===== src/rtl/level_monitor.sv =====
// level_monitor
//
// Watches the level output of a saturating up/down counter. Every clock
// edge it compares the new sample with the previous one and turns the
// transition into an event:
//   1 UP       level rose by exactly one
//   2 DN       level fell by exactly one
//   3 JUMP     level moved by two or more (MAX<->0 is a jump, not a wrap)
//   4 SAT_TOP  level has sat at MAX for SAT_HOLD consecutive samples
//   5 SAT_BOT  level has sat at 0 for SAT_HOLD consecutive samples
// Events go into a small FIFO that is drained through a valid/ready port.
//
// Ports:
//   clk       clock, all state changes on the rising edge
//   reset     synchronous active-high reset
//   level     observed counter level, sampled every edge
//   ev_valid  FIFO head holds an event
//   ev_ready  consumer takes the head event on this edge
//   ev_code   event code of the head (0 while empty)
//   ev_level  level sample that produced the head event (0 while empty)
//   sat_top   level held at MAX for at least SAT_HOLD samples
//   sat_bot   level held at 0 for at least SAT_HOLD samples
//   step_cnt  UP+DN events seen (queued or dropped), wraps at 256
//   overflow  sticky, an event was dropped on a full FIFO

module level_monitor #(
    parameter int WIDTH    = 2,
    parameter int DEPTH    = 4,
    parameter int SAT_HOLD = 3
) (
    input  logic             clk,
    input  logic             reset,
    input  logic [WIDTH-1:0] level,
    output logic             ev_valid,
    input  logic             ev_ready,
    output logic [2:0]       ev_code,
    output logic [WIDTH-1:0] ev_level,
    output logic             sat_top,
    output logic             sat_bot,
    output logic [7:0]       step_cnt,
    output logic             overflow
);

    localparam int PW = (DEPTH > 1) ? $clog2(DEPTH) : 1;
    localparam int CW = $clog2(DEPTH) + 1;
    localparam int HW = $clog2(SAT_HOLD + 1);

    localparam logic [WIDTH-1:0] LVL_MAX  = '1;
    localparam logic [WIDTH-1:0] LVL_MIN  = '0;
    localparam logic [CW-1:0]    CNT_FULL = CW'(DEPTH);
    localparam logic [HW-1:0]    HOLD_SAT = HW'(SAT_HOLD);
    localparam logic [HW-1:0]    HOLD_ONE = HW'(1);

    localparam logic signed [WIDTH:0] D_P1 = (WIDTH+1)'(1);
    localparam logic signed [WIDTH:0] D_M1 = (WIDTH+1)'(-1);

    localparam logic [2:0] EV_NONE    = 3'd0;
    localparam logic [2:0] EV_UP      = 3'd1;
    localparam logic [2:0] EV_DN      = 3'd2;
    localparam logic [2:0] EV_JUMP    = 3'd3;
    localparam logic [2:0] EV_SAT_TOP = 3'd4;
    localparam logic [2:0] EV_SAT_BOT = 3'd5;

    logic [WIDTH-1:0]        prev_level;
    logic                    prev_valid;
    logic [HW-1:0]           hold_cnt;

    logic [2:0]              mem_code  [DEPTH];
    logic [WIDTH-1:0]        mem_level [DEPTH];
    logic [PW-1:0]           wr_ptr;
    logic [PW-1:0]           rd_ptr;
    logic [CW-1:0]           count;

    logic signed [WIDTH:0]   delta;
    logic                    at_top;
    logic                    at_bot;
    logic [HW-1:0]           hold_nxt;
    logic                    sat_hit;
    logic [2:0]              new_code;
    logic                    push;
    logic                    pop;
    logic                    accept;
    logic                    drop;
    logic                    is_step;

    always_comb begin
        delta    = $signed({1'b0, level}) - $signed({1'b0, prev_level});
        at_top   = (level == LVL_MAX);
        at_bot   = (level == LVL_MIN);
        hold_nxt = '0;
        sat_hit  = 1'b0;
        new_code = EV_NONE;

        if (!prev_valid) begin
            // First sample after reset only primes the history.
            hold_nxt = (at_top || at_bot) ? HOLD_ONE : '0;
        end else if ((at_top || at_bot) && (level == prev_level)) begin
            hold_nxt = (hold_cnt == HOLD_SAT) ? HOLD_SAT : hold_cnt + 1'b1;
        end else if (at_top || at_bot) begin
            hold_nxt = HOLD_ONE;
        end

        // Saturation fires only on the edge the hold count first reaches
        // SAT_HOLD; afterwards the count is pinned there and stays quiet.
        sat_hit = prev_valid && (hold_cnt != HOLD_SAT) && (hold_nxt == HOLD_SAT);

        if (prev_valid) begin
            if (delta == D_P1) begin
                new_code = EV_UP;
            end else if (delta == D_M1) begin
                new_code = EV_DN;
            end else if (delta != '0) begin
                new_code = EV_JUMP;
            end else if (sat_hit) begin
                new_code = at_top ? EV_SAT_TOP : EV_SAT_BOT;
            end
        end

        push    = (new_code != EV_NONE);
        pop     = (count != '0) && ev_ready;
        // A full FIFO still takes the new event when the head leaves on the same edge.
        accept  = push && ((count != CNT_FULL) || pop);
        drop    = push && !accept;
        is_step = (new_code == EV_UP) || (new_code == EV_DN);
    end

    always_ff @(posedge clk) begin
        if (reset) begin
            prev_level <= '0;
            prev_valid <= 1'b0;
            hold_cnt   <= '0;
            sat_top    <= 1'b0;
            sat_bot    <= 1'b0;
            step_cnt   <= '0;
            overflow   <= 1'b0;
            wr_ptr     <= '0;
            rd_ptr     <= '0;
            count      <= '0;
        end else begin
            prev_level <= level;
            prev_valid <= 1'b1;
            hold_cnt   <= hold_nxt;

            if (prev_valid) begin
                if (sat_hit && at_top) begin
                    sat_top <= 1'b1;
                end else if (!at_top) begin
                    sat_top <= 1'b0;
                end
                if (sat_hit && at_bot) begin
                    sat_bot <= 1'b1;
                end else if (!at_bot) begin
                    sat_bot <= 1'b0;
                end
            end

            if (is_step) begin
                step_cnt <= step_cnt + 8'd1;
            end
            if (drop) begin
                overflow <= 1'b1;
            end

            if (accept) begin
                wr_ptr <= wr_ptr + 1'b1;
            end
            if (pop) begin
                rd_ptr <= rd_ptr + 1'b1;
            end
            case ({accept, pop})
                2'b10:   count <= count + 1'b1;
                2'b01:   count <= count - 1'b1;
                default: count <= count;
            endcase
        end
    end

    // Storage needs no reset; the head is masked while the FIFO is empty.
    always_ff @(posedge clk) begin
        if (!reset && accept) begin
            mem_code[wr_ptr]  <= new_code;
            mem_level[wr_ptr] <= level;
        end
    end

    always_comb begin
        ev_valid = (count != '0);
        ev_code  = ev_valid ? mem_code[rd_ptr]  : 3'd0;
        ev_level = ev_valid ? mem_level[rd_ptr] : '0;
    end

endmodule


===== config.mk =====
export PLATFORM = sky130hd
export DESIGN_NAME = level_monitor
export DESIGN_NICKNAME = d
export VERILOG_FILES = /design/src/rtl/level_monitor.sv
export SDC_FILE = /design/constraint.sdc
export NUM_CORES = 1
export LEC_CHECK = 0
export BUFFER_PORTS_ARGS = -buffer_cell sky130_fd_sc_hd__buf_4
export CAP_MARGIN = 25
export CORE_MARGIN = 2
export CORE_UTILIZATION = 32
export DETAILED_ROUTE_END_ITERATION = 8
export MAX_ROUTING_LAYER = met4
export PLACE_DENSITY = 0.56
export SLEW_MARGIN = 20
export SYNTH_ARGS = -nofsm -noshare
export SYNTH_HDL_FRONTEND = slang
export SYNTH_SLANG_ARGS = --single-unit

===== constraint.sdc =====
create_clock -name clk -period 2.7 [get_ports clk]
set_input_delay 0.54 -clock clk [delete_from_list [all_inputs] [get_ports clk]]
set_output_delay 0.54 -clock clk [all_outputs]
set_load 0.02 [all_outputs]

# Word level (Yosys, flattened, before mapping)
# Memory sizes are Yosys's and may differ from the RTL's. A register that Yosys moved wholly into a read port is not among the register bits.
# Index checks and enable logic that the tools add are counted.
# totals
elab_cells	78
input_bits	5
ramBits	20
n_memories	2
out_inout_bits	17
register_bits	23
# classes
add_sub_neg	7
muxes	24
reduce_logical	21
eq_ne	14
# mem_list
memory	depth	width	rd	rd_clocked_by_memory_dff	wr	line_no	text
mem_code	4	3	1	1	1	68	logic [2:0] mem_code [DEPTH];
mem_level	4	2	1	1	1	69	logic [WIDTH-1:0] mem_level [DEPTH];
# ops
cell	n
2-to-1 mux 3 bit	6
2-to-1 mux 2 bit	8
logical AND 1 bit	9
2-to-1 mux 1 bit	9
nonzero test 3 bit	3
adder 8 x 1 -> 8 bit (second input constant)	1
equality test 2 bit (second input constant)	4
adder 2 x 1 -> 2 bit (second input constant)	3
equality test 3 x 1 -> 1 bit (second input constant)	2
equality test 3 x 2 -> 1 bit (second input constant)	2
one-hot mux 3 bit (2 select lines)	1
!= test 2 x 1 -> 1 bit (second input constant)	2
AND reduction 2 bit	2
adder 3 x 1 -> 3 bit (second input constant)	1
logical OR 1 bit	3
!= test 3 bit (second input constant)	1
subtractor 2 x 2 -> 3 bit	1
subtractor 3 x 1 -> 3 bit (second input constant)	1
equality test 2 x 1 -> 1 bit (second input constant)	1
equality test 2 bit	1
logical NOT 1 bit	2
logical NOT 2 bit	1
!= test 2 bit (second input constant)	1
nonzero test 2 bit	1

# Longest topological paths before layout
# Gate-level depths: netlist of run 1.
# logic_depth
word_depth	17
depth_mapped	11
ltp_nobuf	11

# Worst setup path after synthesis of run 1
# OpenSTA, ideal clock, no wires.
# synth_path
kind	input-to-reg
startpoint	input level[0]
endpoint	register count[2]
stages	11
n_path_buf	0
arrival_time_ns	2.469
setup_slack_ns	0.160
cell_sequence	inv_1 ha_1 nand2_1 o211a_4 inv_1 ha_1 inv_1 fa_1 xor2_1 or3_1 a21oi_1
# synth_via
elab_chain_cells	16
elab_cells_between_ends	26
cone_classes	1 x add/sub; 7 x eq/ne; 10 x mux; 8 x reduce/logical
# synth_lines
element	line_no	text
from (decl)	33	input logic [WIDTH-1:0] level,
equality test 2 bit or logical NOT 2 bit (tied branches)	88, 89	
logical OR 1 bit	96, 97, 99	
2-to-1 mux 1 bit or logical AND 1 bit (tied branches)	96, 99, 97	
2-to-1 mux 2 bit	97	end else if ((at_top || at_bot) && (level == prev_level)) begin
2-to-1 mux 2 bit	94	if (!prev_valid) begin
equality test 2 bit	105	sat_hit = prev_valid && (hold_cnt != HOLD_SAT) && (hold_nxt == HOLD_SAT);
logical AND 1 bit	105	
2-to-1 mux 3 bit	114	end else if (sat_hit) begin
2-to-1 mux 3 bit	112	end else if (delta != '0) begin
2-to-1 mux 3 bit	110	end else if (delta == D_M1) begin
2-to-1 mux 3 bit (*)	108	if (delta == D_P1) begin
2-to-1 mux 3 bit (*)	107	if (prev_valid) begin
nonzero test 3 bit (*)	119	push = (new_code != EV_NONE);
logical AND 1 bit (*)	122	accept = push && ((count != CNT_FULL) || pop);
equality test 2 x 1 -> 1 bit or equality test 2 bit (tied branches)	170	case ({accept, pop})
one-hot mux 3 bit (2 select lines) or nonzero test 2 bit (tied branches)	--	
to (signal assigned)	171	2'b10: count <= count + 1'b1;
to (signal assigned)	172	2'b01: count <= count - 1'b1;
to (signal assigned)	173	default: count <= count;
to (decl)	72	logic [CW-1:0] count;
# Every way passes the cells marked *; elsewhere a longest branch is shown, timed or not.
# A chain may end at the register's enable or synchronous reset.

# Final worst setup path of run 1
# layout_path
startpoint	register count[0]
endpoint	register count[2]
# layout_via
elab_chain_cells	6
elab_cells_between_ends	11
cone_classes	2 x add/sub; 3 x eq/ne; 1 x mux; 5 x reduce/logical
# layout_lines
element	line_no	text
nonzero test 3 bit	120	pop = (count != '0) && ev_ready;
logical AND 1 bit	120	
logical OR 1 bit	122	
logical AND 1 bit	122	
equality test 2 x 1 -> 1 bit or equality test 2 bit (tied branches)	170	
one-hot mux 3 bit (2 select lines) or nonzero test 2 bit (tied branches)	--	
# Several ways; a longest one is shown, not always the timed one.

==> summary.md, run 1 <==
| Metric | Value |
|---|---|
| Status | completed |
| Share of cells above drive strength 1 | 0.248 |
| HPWL Detailed | 2820 um |
| Asr flop ratio synth | 0 |
| RSZ-0062 raised after global routing | no |
| Synth Area in Compound Gates | 0.0921 |
| Number of global-route vias before repair | 1,312 |
| Die width | 83.8 um |
| Routed len/inst | 13.4 um |
| Max H-tree Level | 2 |
| Hold_buf cts | 0 |
| Critical path startpoint category | register |
| Register area | 1100 sq um |
| WHS Endpoint | mem_level[2][0] |
| Top-area cell type share of the netlist area | 0.295 |
| Final Net Count | 222 |
| Post-synthesis cell type count | 42 |
| IO buf count | 21 |
| Adder-Cell Fraction of Synth Area | 0.0810 |
| Simple-gate area share of the yosys netlist | 0.153 |
| Placement Setup Slack | 0.0535 ns |
| Row cnt | 29 |
| LEAKAGE | 0.933 nW |
| Worst Setup End Kind | register |
| CP Max Fanout | 6 |
| Most common library cell in the layout ignoring fill and taps | buf_4 |
| Critical hold path startpoint | level[0] |
| Multi-input logic area | 857 sq um |
| FF-to-FF Start | count[0] |
| # placed instances | 275 |
| Max Buffers Root-to-Sink | 2 |
| PostCTS Resize Cnt | 0 |
| Syn avg cell area | 11.8 sq um |
| Max Freq | 0.415 GHz |
| Clock Latency Late Sink | 0.29 ns |
| Synth-to-Final Area Change | 19.9% |
| Wire length on met2 | 1730 um |
| Final Core Density | 0.392 |
| CTS clk-pin slew, worst paths | 0.08 ns |
| Minimum clock period | 2.41 ns |
| Initial antenna violation count | 0 |
| Number of synthesized flops with an enable pin | 20 |
| Max_cap viols | 0 |
| # clock sinks | 45 |
| Final setup vio count | 0 |
| Cell Area, Synth | 2040 sq um |
| Top Metal Used | met4 |
| Worst Hold Depth | 1 |
| Initial DRC count | 119 |
| Slew margin rel. | 0.681 |
| Largest family of logic cells by synthesized area | simple AND/OR/NAND/NOR gates |
| Core ar. | 6240 sq um |
| Setup TNS | 0 ns |
| Post-Synth XOR/XNOR Area | 0.0215 |
| Total wire length | 3800 um |
| Starting density of the core | 0.327 |
| Antenna fix cells | 0 |
| Final Hold Viols | 0 |
| Final Cell Area | 2440 sq um |
| Yosys warns | 0 |
| Worst Slack Setup Final | 0.290 ns |
| Top Ports | 22 |
| Critical Path AT | 2.64 ns |
| Top post-synthesis cells by area | edfxtp_1, dfxtp_1, ha_1 |
| Ys flop type | dfxtp_1 |
| Post-synthesis mux area share | 0.0731 |
| Synth area leader | edfxtp_1 |
| Worst VDD drop | 0.367 mV |
| Final period util | 0.892 |
| Drt first pass iters | 4 |
| Setup Skew | 0.00774 ns |
| Flops & latches, synth | 45 |
| Worst R2R End | count[2] |
| Via density | 4.79 |
| Routed length on met3 | 148 um |
| Largest net degree at the start of global routing | 25 |
| WL met1 | 1860 um |
| CP required | 2.93 ns |
| Vias after detailed routing | 1,355 |
| First-pass GRT wire length | 6430 um |
| Die area | 7020 sq um |
| Synthesized instance count | 173 |
| Die boundary height | 83.8 um |
| DRC | 0 |
| TritonCTS Buffers | 5 |
| Pwr Density | 739 nW/um^2 |
| Commonest non-fill, non-tap cells in the layout | buf_4, dfxtp_1, edfxtp_1 |
| Register-to-register setup slack | 0.29 ns |
| Final Non-Filler Cells | 283 |
| Syn_nets | 190 |
| WS Path Type | reg2reg |
| Setup Buffers After CTS | 0 |
| HP Class | in2reg |
| Layout filler cell count | 614 |
| GRT Util Overall | 0.118 |
| CTS Root Cell | clkbuf_8 |
| Worst reg2reg path depth | 9 |
| Worst Tran Pin Value | 0.475 ns |
| GPL Wtd Cong | 0.774 |
| GRT Residual Overflow | 0 |
| TritonCTS clock tree | built |
| Placed inst area | 2340 sq um |
| Slew Viols, Final | 0 |
| Seq/Total Area, Yosys | 0.540 |
| Final ANT Viol Nets | 0 |
worst max path at each step:
stage | cells past startpoint | endpoint | start | slack, ns
2_1_floorplan | 11 | count[2] | level[0] | 0.16
3_3_place_gp | 10 | count[2] | ev_ready | 0.09
3_5_place_dp | 12 | count[2] | level[1] | 0.05
4_1_cts | 9 | count[2] | count[0] | 0.28
5_1_grt | 9 | count[2] | count[0] | 0.20
6_report | 9 | count[2] | count[0] | 0.29
routing by layer:
layer / vias up / GRT usage
met1: 633 / 0.151
met3: 6 / 0.0317
li1: 692 / -
met4: 0 / 0.0396
met2: 24 / 0.183
met5: - / -
state kept, by name, summed over array words and instances (netlist names), 2 cells and up, named ones only:
register,flops
mem_code,12
mem_level,8
step_cnt,8
count,3
hold_cnt,2
prev_level,2
rd_ptr,2
wr_ptr,2
critical path, cell delays in order (launching register included):
cell and delay (ns):
dfxtp_1 0.37, or4b_4 0.58, o211a_4 0.16, inv_1 0.05
ha_1 0.16, inv_1 0.06, fa_1 0.37, xor2_1 0.15
or3_1 0.30, a21oi_1 0.14
where the power goes:
group / internal [mW] / switching [mW] / leakage, nW
clock: 0.275 / 0.219 / 0.0552
combinational: 0.237 / 0.251 / 0.489
sequential: 0.764 / 0.0601 / 0.389
stage by stage:
stage               hold slack (ns)  power [mW]
global route                  0.462        1.92
floorplan                     0.465        1.15
global placement              0.479        1.33
detailed placement            0.482        1.34
finish                        0.467        1.81
CTS                           0.459        1.83
synthesized netlist by cell type (2+ instances only):
cell,instances
a21oi_1,11
and3_2,4
clkbuf_1,2
dfxtp_1,25
edfxtp_1,20
fa_1,2
ha_1,10
inv_1,17
mux4_2,5
nand2_1,5
nand3_1,3
nor2_1,13
nor2b_1,6
nor3_1,2
nor3b_1,2
o21ai_0,7
o31ai_1,5
or3_1,3
or3b_2,2
or4_1,4
xor2_1,4
final cells by class:
| class | instances | share of cell area |
|---|---|---|
| Sequential cell | 45 | 0.451 |
| Clock inverter | 2 | 0.0143 |
| Clock buffer | 6 | 0.0297 |
| Tap cell | 77 | 0.0394 |
| Inverter | 17 | 0.0261 |
| Multi-Input combinational cell | 107 | 0.351 |
| Timing Repair Buffer | 29 | 0.0891 |
cells by family after synthesis:
family | after synthesis
fa+ha+maj | 12
buf+inv | 21
simple gates | 53
xor+xnor | 5
mux | 8
flops | 45
compound gates | 29
Power figures use the tool's default switching activity.
==> run 2: changes to the inputs <==
--- a/config.mk
+++ b/config.mk
@@ -11,7 +11,7 @@
 export CORE_UTILIZATION = 32
 export DETAILED_ROUTE_END_ITERATION = 8
 export MAX_ROUTING_LAYER = met4
-export PLACE_DENSITY = 0.56
+export PLACE_DENSITY = 0.57
 export SLEW_MARGIN = 20
 export SYNTH_ARGS = -nofsm -noshare
 export SYNTH_HDL_FRONTEND = slang
==> constraint.sdc (replaced) <==
create_clock -name clk -period 2 [get_ports clk]
set_input_delay 0.4 -clock clk [delete_from_list [all_inputs] [get_ports clk]]
set_output_delay 0.4 -clock clk [all_outputs]
set_load 0.02 [all_outputs]
==> run 2 against run 1 <==
The flow now finishes with violations (setup timing). Sequential cell count unchanged. Via count grew 3.6%. Die area unchanged. Hold slack got worse by 0.17 ns. Clock-buffer cell count shrank 1. Register-to-register slack lost 0.51 ns. Total power is 38% higher. Critical endpoint unchanged.
==> summary.md, run 2 (synthesis gave the netlist of run 1 again) <==
| Metric | Value |
|---|---|
| GPL Wtd Cong | 0.745 |
| Die width | 83.8 um |
| DRC | 0 |
| LEAKAGE | 1.02 nW |
| TritonCTS clock tree | built |
| Vias after detailed routing | 1,404 |
| Worst Slack Setup Final | -0.218 ns |
| Slew margin rel. | 0.650 |
| # clock sinks | 45 |
| GRT Residual Overflow | 0 |
| Register-to-register setup slack | -0.22 ns |
| Routed len/inst | 13.4 um |
| Starting density of the core | 0.327 |
| Core ar. | 6240 sq um |
| Hold_buf cts | 0 |
| Commonest non-fill, non-tap cells in the layout | buf_4, dfxtp_1, edfxtp_1 |
| Top Ports | 22 |
| FF-to-FF Start | count[1] |
| Share of cells above drive strength 1 | 0.394 |
| Final Core Density | 0.429 |
| Worst Setup End Kind | register |
| Largest registers | mem_code: 12 flops, mem_level: 8 flops, step_cnt: 8 flops |
| First-pass GRT wire length | 7080 um |
| Critical path startpoint category | register |
| Final ANT Viol Nets | 0 |
| Total wire length | 4000 um |
| Minimum clock period | 2.22 ns |
| Worst Tran Pin Value | 0.522 ns |
| CP Max Fanout | 2 |
| Max Freq | 0.451 GHz |
| Setup TNS | -0.284 ns |
| Worst VDD drop | 0.521 mV |
| CTS Root Cell | clkbuf_8 |
| GRT Util Overall | 0.129 |
| WHS Endpoint | mem_level[1][0] |
| Initial DRC count | 53 |
| IO buf count | 21 |
| Max_cap viols | 0 |
| Max FFs per register | 12 |
| Status | finished with violations |
| TritonCTS Buffers | 5 |
| Worst Hold Depth | 1 |
| Hold slack | 0.300 ns |
| Max H-tree Level | 2 |
| Slew Viols, Final | 0 |
| Critical Path AT | 2.45 ns |
| Via density | 4.71 |
| Largest net degree at the start of global routing | 25 |
| Drt first pass iters | 4 |
| Placement Setup Slack | -0.482 ns |
| Die boundary height | 83.8 um |
| Final Hold Viols | 0 |
| Final period util | 1.11 |
| HP Class | in2reg |
| Max Buffers Root-to-Sink | 2 |
| Clock Latency Late Sink | 0.29 ns |
| Synth-to-Final Area Change | 31.5% |
| Die area | 7020 sq um |
| Setup Skew | 0.00434 ns |
| CP required | 2.23 ns |
| Pwr Density | 930 nW/um^2 |
| Initial antenna violation count | 0 |
| RSZ-0062 raised after global routing | yes |
| Worst R2R End | count[2] |
| Final setup vio count | 2 |
| Final Net Count | 237 |
| Top reg by flops | mem_code |
| CTS clk-pin slew, worst paths | 0.09 ns |
| Critical hold path startpoint | level[0] |
| WS Path Type | reg2reg |
| Most common library cell in the layout ignoring fill and taps | buf_4 |
| Antenna fix cells | 0 |
| Worst reg2reg path depth | 9 |
| Row cnt | 29 |
| Number of global-route vias before repair | 1,451 |
| Failing checks | setup timing |
| HPWL Detailed | 2980 um |
-- run 2: report_power, final --
group          leakage, nW  total (mW)  internal (mW)  switching [mW]
clock               0.0445       0.565          0.248           0.317
sequential           0.390        1.10           1.04          0.0615
combinational        0.581       0.827          0.422           0.405
total                 1.02        2.49           1.71           0.783
-- run 2: how the worst max path moves through the flow --
| stage | start | depth (start not counted) | end |
|---|---|---|---|
| 3_5_place_dp | level[0] | 12 | count[2] |
| 5_1_grt | count[1] | 9 | count[2] |
| 2_1_floorplan | level[0] | 11 | count[2] |
| 3_3_place_gp | level[0] | 12 | count[2] |
| 4_1_cts | count[1] | 9 | count[2] |
| 6_report | count[1] | 9 | count[2] |
-- run 2: critical path: stages (launching register included) --
cell	delay, ns
dfxtp_2	0.33
or4b_4	0.53
o211a_4	0.16
inv_2	0.06
ha_4	0.12
inv_2	0.03
fa_2	0.32
xor2_1	0.16
or3_1	0.31
a21oi_1	0.12
-- run 2: per-layer routing --
layer | track usage | vias up | routed length (um)
li1 | - | 718 | -
met2 | 0.195 | 30 | 1870
met5 | - | - | 0
met3 | 0.0336 | 2 | 162
met1 | 0.175 | 654 | 1940
met4 | 0.0308 | 0 | 19
-- run 2: layout make-up --
type,instances,area (sq um)
clock buffers,5,68.8
well taps,77,96.3
inverters,17,67.6
repair buffers,43,343
fillers,599,3560
clock inverters,3,21.3
flip-flops and latches,45,1110
multi-input cells,108,975
-- run 2: through the flow --
step | std cells | total power [mW] | cell area [sq um]
after floorplan | 173 | 1.60 | 2110
after global placement | 287 | 1.90 | 2500
after detailed placement | 287 | 1.91 | 2500
after CTS | 297 | 2.50 | 2630
after global routing | 298 | 2.66 | 2680
final | 298 | 2.49 | 2680
-- run 2: timing repair --
item / CTS / global route
resized for setup: 4 / 12
buffers inserted: 1 / 1
endpoints found under the hold margin: 0 / 0
setup endpoints to repair: 14 / 23
pin swaps: 5 / 5
cloned: 1 / 0
